File: config.mk
export PLATFORM = sky130hd
export DESIGN_NAME = if_fetch_queue
export DESIGN_NICKNAME = d
export VERILOG_FILES = /design/src/rtl/if_pkg.sv /design/src/rtl/fetch_fifo.sv /design/src/rtl/if_fetch_queue.sv
export SDC_FILE = /design/constraint.sdc
export NUM_CORES = 1
export LEC_CHECK = 0
export BUFFER_PORTS_ARGS = -buffer_cell sky130_fd_sc_hd__buf_2
export CAP_MARGIN = 15
export CORE_ASPECT_RATIO = 0.6
export CORE_MARGIN = 10
export CORE_UTILIZATION = 58
export DETAILED_ROUTE_END_ITERATION = 7
export GPL_ROUTABILITY_DRIVEN = 0
export PLACE_DENSITY = 0.86
export SYNTH_ARGS = -nofsm -noshare
export SYNTH_HDL_FRONTEND = slang
export SYNTH_SLANG_ARGS = --single-unit
export TNS_END_PERCENT = 10
File: constraint.sdc
create_clock -name clk -period 3.8 [get_ports clk]
set_clock_uncertainty 0.2 [all_clocks]
set_input_delay 0.38 -clock clk [delete_from_list [all_inputs] [get_ports clk]]
set_output_delay 0.38 -clock clk [all_outputs]
set_load 0.02 [all_outputs]
File: src/rtl/if_pkg.sv
// Shared definitions for the instruction-fetch front end: widths, the NOP
// bubble word, the sequential PC step and the queue entry layout.
package if_pkg;
  localparam int XLEN = 32;
  localparam int PC_STEP = 4;
  localparam logic [XLEN-1:0] NOP_INSTR = 32'h0000_0013;

  typedef struct packed {
    logic [XLEN-1:0] instr;
    logic [XLEN-1:0] pc;
  } fetch_entry_t;
endpackage

File: src/rtl/fetch_fifo.sv
// DEPTH-entry synchronous FIFO holding fetched {instr, pc} words for decode.
// Flush dominates push/pop; the head word is read straight from storage.
module fetch_fifo
  import if_pkg::*;
#(
  parameter int W     = 64,
  parameter int DEPTH = 4
) (
  input  logic                       i_clk,
  input  logic                       i_rst,
  input  logic                       i_push,
  input  logic [W-1:0]               i_data,
  input  logic                       i_pop,
  input  logic                       i_flush,
  output logic [W-1:0]               o_head,
  output logic [$clog2(DEPTH+1)-1:0] o_count
);
  localparam int CW = $clog2(DEPTH + 1);
  localparam int AW = $clog2(DEPTH);

  logic [W-1:0]  r_mem [DEPTH];
  logic [AW-1:0] r_wptr;
  logic [AW-1:0] r_rptr;
  logic [CW-1:0] r_count;

  always_ff @(posedge i_clk or posedge i_rst) begin
    if (i_rst) begin
      r_wptr  <= '0;
      r_rptr  <= '0;
      r_count <= '0;
    end else if (i_flush) begin
      r_wptr  <= '0;
      r_rptr  <= '0;
      r_count <= '0;
    end else begin
      if (i_push) r_wptr <= r_wptr + AW'(1);
      if (i_pop)  r_rptr <= r_rptr + AW'(1);
      r_count <= r_count + CW'(i_push) - CW'(i_pop);
    end
  end

  // Storage carries no reset; validity is tracked purely by r_count.
  always_ff @(posedge i_clk) begin
    if (i_push && !i_flush) r_mem[r_wptr] <= i_data;
  end

  always_ff @(posedge i_clk) begin
    if (!i_rst && i_push && !i_pop && !i_flush)
      assert (r_count != CW'(DEPTH)) else $error("fetch_fifo overflow");
  end

  assign o_head  = r_mem[r_rptr];
  assign o_count = r_count;
endmodule

File: src/rtl/if_fetch_queue.sv
// Instruction-fetch front end: credit-limited in-order requests to imem,
// a DEPTH-entry queue toward decode, and redirect with stale-response drop.
module if_fetch_queue #(
  parameter int              XLEN      = if_pkg::XLEN,
  parameter int              DEPTH     = 4,
  parameter logic [XLEN-1:0] RESET_PC  = '0,
  parameter logic [XLEN-1:0] NOP_INSTR = if_pkg::NOP_INSTR
) (
  input  logic            clk,
  input  logic            rst,
  input  logic            redirect_valid,
  input  logic [XLEN-1:0] redirect_pc,
  output logic            imem_req_valid,
  input  logic            imem_req_ready,
  output logic [XLEN-1:0] imem_req_addr,
  input  logic            imem_rsp_valid,
  input  logic [XLEN-1:0] imem_rsp_data,
  output logic            id_valid,
  input  logic            id_ready,
  output logic [XLEN-1:0] id_instr,
  output logic [XLEN-1:0] id_pc
);
  import if_pkg::*;

  localparam int CW = $clog2(DEPTH + 1);

  logic [XLEN-1:0]   r_fetch_pc;
  logic [CW-1:0]     r_outstanding;
  logic [CW-1:0]     r_drop_cnt;
  logic [CW-1:0]     w_count;
  logic [CW:0]       w_credits_used;
  logic              w_accept;
  logic              w_rsp_drop;
  logic              w_rsp_take;
  logic              w_pop;
  logic [XLEN-1:0]   w_rsp_pc;
  logic [2*XLEN-1:0] w_head;

  // Queued plus in-flight words never exceed DEPTH, so a kept response always fits.
  assign w_credits_used = {1'b0, w_count} + {1'b0, r_outstanding};
  assign imem_req_valid = !redirect_valid && (w_credits_used < (CW+1)'(DEPTH));
  assign imem_req_addr  = r_fetch_pc;
  assign w_accept       = imem_req_valid && imem_req_ready;

  assign w_rsp_drop = imem_rsp_valid && (r_drop_cnt != '0);
  assign w_rsp_take = imem_rsp_valid && (r_drop_cnt == '0) && !redirect_valid;
  assign w_pop      = id_valid && id_ready && !redirect_valid;

  // Non-stale in-flight requests are contiguous and end just below fetch_pc,
  // so the oldest one's PC is recovered without a separate PC FIFO.
  assign w_rsp_pc = r_fetch_pc - XLEN'(r_outstanding) * XLEN'(PC_STEP);

  always_ff @(posedge clk or posedge rst) begin
    if (rst) begin
      r_fetch_pc    <= RESET_PC;
      r_outstanding <= '0;
      r_drop_cnt    <= '0;
    end else if (redirect_valid) begin
      r_fetch_pc    <= redirect_pc;
      r_outstanding <= '0;
      r_drop_cnt    <= r_drop_cnt + r_outstanding - CW'(imem_rsp_valid);
    end else begin
      if (w_accept) r_fetch_pc <= r_fetch_pc + XLEN'(PC_STEP);
      r_outstanding <= r_outstanding + CW'(w_accept) - CW'(w_rsp_take);
      if (w_rsp_drop) r_drop_cnt <= r_drop_cnt - CW'(1);
    end
  end

  fetch_fifo #(
    .W     (2 * XLEN),
    .DEPTH (DEPTH)
  ) u_fifo (
    .i_clk   (clk),
    .i_rst   (rst),
    .i_push  (w_rsp_take),
    .i_data  ({imem_rsp_data, w_rsp_pc}),
    .i_pop   (w_pop),
    .i_flush (redirect_valid),
    .o_head  (w_head),
    .o_count (w_count)
  );

  assign id_valid = (w_count != '0);
  assign id_instr = id_valid ? w_head[2*XLEN-1:XLEN] : NOP_INSTR;
  assign id_pc    = id_valid ? w_head[XLEN-1:0] : '0;
endmodule

# Yosys cells after proc, flatten, opt, wreduce, memory -nomap -nowiden
# Memory sizes are Yosys's and may differ from the RTL's.
# Index checks and enable logic that the tools add are counted.
classes:
  reduce_logical: 16
  muxes: 14
  addsub: 12
  order_cmp: 1
ops:
  columns: ["op", "count"]
  rows:
  - ["32-bit two-way mux", 4]
  - ["32-bit by 3-bit adder with 32-bit output (second input constant)", 1]
  - ["32-bit by 5-bit subtractor with 32-bit output", 1]
  - ["3-bit two-way mux", 4]
  - ["3-bit by 1-bit subtractor with 3-bit output", 3]
  - ["1-bit logical AND", 8]
  - ["2-bit two-way mux", 4]
  - ["2-bit nonzero test", 4]
  - ["3-bit by 1-bit adder with 3-bit output", 2]
  - ["3-bit nonzero test", 2]
  - ["2-bit by 1-bit adder with 2-bit output (second input constant)", 2]
  - ["3-bit by 3-bit adder with 4-bit output", 1]
  - ["4-bit by 3-bit less-than comparator with 1-bit output (second input constant)", 1]
  - ["3-bit adder", 1]
  - ["3-bit logical NOT", 1]
  - ["3-bit by 1-bit subtractor with 3-bit output (second input constant)", 1]
  - ["1-bit two-way mux", 2]
  - ["1-bit logical NOT", 1]
word_totals:
  ramBits: 256
  mem_count: 1
  out_inout_bits: 98
  reg_bits: 45
  input_bits: 70
mem_list:
  columns: ["memory", "depth", "width", "rd", "rd_ports_with_merged_regs", "wr", "line_no", "text"]
  rows:
  - ["u_fifo.r_mem", 4, 64, 1, 0, 1, "fetch_fifo.sv:21", "logic [W-1:0] r_mem [DEPTH];"]

# Depth between registers and ports, before layout
depth:
  word_depth: 7
  mapped_depth: 12

# Modules after synthesis
# A second synthesis with hierarchy kept.
unflattened:
  cells_unflattened: 791
  area_unflattened_um2: 13053.8
modules_own_cells:
  columns: ["mod", "n_inst", "cells_each", "area_per_inst_um2"]
  rows:
  - ["fetch_fifo", 1, 373, 9691.8]
  - ["if_fetch_queue", 1, 418, 3362.0]

# Worst setup path before layout
# OpenSTA, ideal clock, no wires.
synth_timing:
  kind: "reg-to-reg"
  start: "register r_outstanding[2]"
  end: "register r_outstanding[2]"
  setup_slack_ps: 542
  n_path_buf: 1
  arrival_ps: 2927
  path_stages_with_launch: 13
  period_less_slack_ps: 3258
  setup_ps: 132
  cell_sequence: "dfrtp_1 ha_1 nor4b_1 nand2_1 clkbuf_1 or2_2 ha_1 inv_1 ha_1 inv_1 fa_1 xnor2_1 nor2_1"
synth_between:
  elab_chain_cells: 7
synth_lines:
  columns: ["item", "line_no", "text"]
  rows:
  - ["start, declared", "if_fetch_queue.sv:28", "logic [CW-1:0] r_outstanding;"]
  - ["start signal, assigned", "if_fetch_queue.sv:64", "r_outstanding <= r_outstanding + CW'(w_accept) - CW'(w_rsp_take);"]
  - ["3-bit by 3-bit adder with 4-bit output", "if_fetch_queue.sv:40", "assign w_credits_used = {1'b0, w_count} + {1'b0, r_outstanding};"]
  - ["4-bit by 3-bit less-than comparator with 1-bit output", "if_fetch_queue.sv:41", "assign imem_req_valid = !redirect_valid && (w_credits_used < (CW+1)'(DEPTH));"]
  - ["1-bit logical AND", "if_fetch_queue.sv:41", null]
  - ["1-bit logical AND", "if_fetch_queue.sv:43", "assign w_accept = imem_req_valid && imem_req_ready;"]
  - ["3-bit by 1-bit adder with 3-bit output (*)", "if_fetch_queue.sv:64", null]
  - ["3-bit by 1-bit subtractor with 3-bit output (*)", "if_fetch_queue.sv:64", null]
  - ["3-bit two-way mux (*)", "if_fetch_queue.sv:58", "end else if (redirect_valid) begin"]
# Mark *: on every way between the ends. The rest lies on a longest branch, timed or not.
# A chain may end at the register's enable or synchronous reset.

# Worst setup path after layout
# Same ends and word-level chain as after synthesis.

==> out/qor.csv <==
metric;value;unit
p_total;9.78;mW
r2r_cells;11;
leakage;5.73;nW
cts_max_level;1;
hold_path_depth;2;
drv_cap;0;
path_clk_slew;60;ps
port_buffers;167;
max_freq;304;MHz
fp-row-count;42;
cts-resized-gates;0;
avgSynthCellArea;16.2;sq um
vias_per_cell;5.70;
yosys_warnings;0;
dpl.hpwl;18.5;mm
setup-violations-final;0;
worst_pin_slew;996;ps
finalHoldViolations;0;
hold_slack;21.9;ps
slowest_delay;600;ps
grt.overflow.total;0;
pin_count;168;
cts_sinks;301;
synth_flop_cell;edfxtp_1;
ys_seq_area_share;67.9;%
ys_seq_elements;301;
area_growth;21.4;%
drtPass1Iterations;6;
worst_skew_pair.late_latency;540;ps
crit_path_start_kind;flip-flop;
post_cts_buffers;0;
ctsHoldBuffers;65;
finalCriticalPeriod;3290;ps
grt_max_degree;64;
path_cells;ha_1 > nor4b_1 > nand2_1 > or2_2 > ha_1 > inv_1 > ha_1 > inv_1 > fa_1 > xnor2_1 > nor2_1;
slew-limit-headroom;33.5;%
die_w;213;microns
synth_area_leaders;edfxtp_1 (59%), mux4_2 (11%), dfrtp_1 (8.7%), and2_1 (3.2%), xnor2_1 (3.0%);
cts_inserted_buffers;28;
start_util;59.0;%
report.final.slew_viol_count;0;
grt_pass1_wl;45.5;mm
grt_usage;20.2;%
cp_max_fo;3;
peakVddDrop;0.509;mV
drc_errors;0;
synth_top_cell_by_area;edfxtp_1;
yosysMostFrequentCell;edfxtp_1;
crit_required;4010;ps
outcome;complete, no violations;
setup_tns;0;ps
synth_top_area_share;59.2;%
cp-end-kind;flip-flop;
ys_types;41;
worst_path_most_repeated_cell;ha_1;
power_density;620;nW/um^2
die_h;136;microns
rsz0062_at_grt;false;
postLayoutCoreUtil;71.6;%
final_nets;1119;
initialDrtViolationCount;548;
antenna_found_initial;5;
cp_slowest_cell;nor4b_1;
cts-root-buf;clkbuf_16;
core-area;22000;sq um
hp-class;in2reg;
min_to;r_outstanding[2];
ys_top_cells_by_count;edfxtp_1 (256), and2_1 (66), mux4_2 (64);
arrival;3500;ps
grt_pass1_vias;7881;
drtAntennaViolNets;0;
vias;7622;
dieArea;29000;sq um
synthesis.area;13000;sq um
async_flop_share;15.0;%
synth_fp_nets;894;
finalWirelength;29.2;mm
critPathKind;reg2reg;
post_drt_wl_per_cell;21.8;microns
worstReg2RegEnd;r_outstanding[2];
cts_tree;yes;
timing.final.crit_share;86.5;%
syn_inst;801;
drive_gt1_share;29.7;%
rr_startpoint;r_outstanding[2];
synth-edff-count;256;
r2r_setup_slack;510;ps
n_fill_cell;1381;
cts_buffer_depth;3;
hold_start;redirect_valid;
state kept, by name (all words and copies together) (netlist names):
register / count
r_drop_cnt: 3
u_fifo.r_wptr: 2
imem_req_addr: 32
r_outstanding: 3
u_fifo.r_mem: 256
u_fifo.r_rptr: 2
u_fifo.o_count: 3
stage by stage:
step / worst slack (ps) / std cells / instance area, sq um
after floorplan: 542 / 801 / 13000
after global placement: 695 / 1217 / 14200
after detailed placement: 633 / 1217 / 14200
after CTS: 532 / 1334 / 15700
after global routing: 319 / 1337 / 15800
final: 511 / 1338 / 15800
cells by family (layout without fill, tap and decap cells):
| family | Yosys count | count (layout) | synth area share [%] |
|---|---|---|---|
| adder cells (fa/ha/maj) | 23 | 23 | 2.45 |
| buffers and inverters | 72 | 319 | 2.23 |
| multiplexers | 72 | 72 | 11.7 |
| flip-flops | 301 | 301 | 67.9 |
| AND/OR/NAND/NOR | 231 | 231 | 9.76 |
| XOR/XNOR | 66 | 66 | 4.51 |
| other | 0 | 4 | 0 |
| AO/OA/AOI/OAI | 36 | 36 | 1.45 |
placed cells by master, fill, tap and decap left out, types with 21 or more instances in the layout:
cell / count
and2_1: 62
buf_2: 167
clkbuf_16: 29
dfrtp_1: 43
dlygate4sd3_1: 65
edfxtp_1: 256
inv_1: 21
mux4_2: 64
nand2_1: 49
nor2_1: 26
o21ai_0: 31
xnor2_1: 45
how the worst max path moves through the flow:
| stage | startpoint | endpoint | slack [ps] | depth (start not counted) |
|---|---|---|---|---|
| after CTS | u_fifo.r_rptr[0] | id_pc[12] | 530 | 4 |
| after global placement | imem_req_addr[18] | u_fifo.r_mem[1][29] | 690 | 5 |
| final | r_outstanding[2] | r_outstanding[2] | 510 | 11 |
| after global routing | r_outstanding[2] | r_outstanding[2] | 320 | 11 |
| after floorplan | r_outstanding[2] | r_outstanding[2] | 540 | 12 |
| after detailed placement | imem_req_addr[18] | u_fifo.r_mem[0][29] | 630 | 5 |
worst max-delay path: cells and delay by family, from the launching register on:
kind | cells | cell delay, ps
adders and majority gates | 4 | 1140
and+or+nand+nor | 4 | 1140
DFF | 1 | 410
xor gates and xnor gates | 1 | 180
buffers and inverters | 2 | 110
metal layers:
metal | up-vias | routed length (microns) | GRT usage, %
li1 | 3460 | - | -
met1 | 3831 | 12500 | 27.9
met2 | 286 | 14000 | 32.0
met3 | 45 | 2190 | 4.71
met4 | 0 | 521 | 4.78
met5 | - | 0 | 0
power by group:
| part | internal (mW) | switching, mW | total (mW) | leakage [nW] |
|---|---|---|---|---|
| Clock | 1.64 | 1.19 | 2.83 | 0.457 |
| Sequential | 3.83 | 0.229 | 4.06 | 2.87 |
| Combinational | 1.24 | 1.65 | 2.88 | 2.40 |
final cells by class:
| type | instances | area (sq um) | area share (%) |
|---|---|---|---|
| antenna | 4 | 10.0 | 0.0635 |
| clock inverter | 17 | 173 | 1.10 |
| inverter | 23 | 86.3 | 0.548 |
| tap | 286 | 358 | 2.27 |
| timing repair buffer | 244 | 1650 | 10.5 |
| sequential | 301 | 8820 | 56.0 |
| multi-input combinational | 428 | 3890 | 24.7 |
| clock buffer | 35 | 768 | 4.87 |
(Power assumes the default switching activity.)
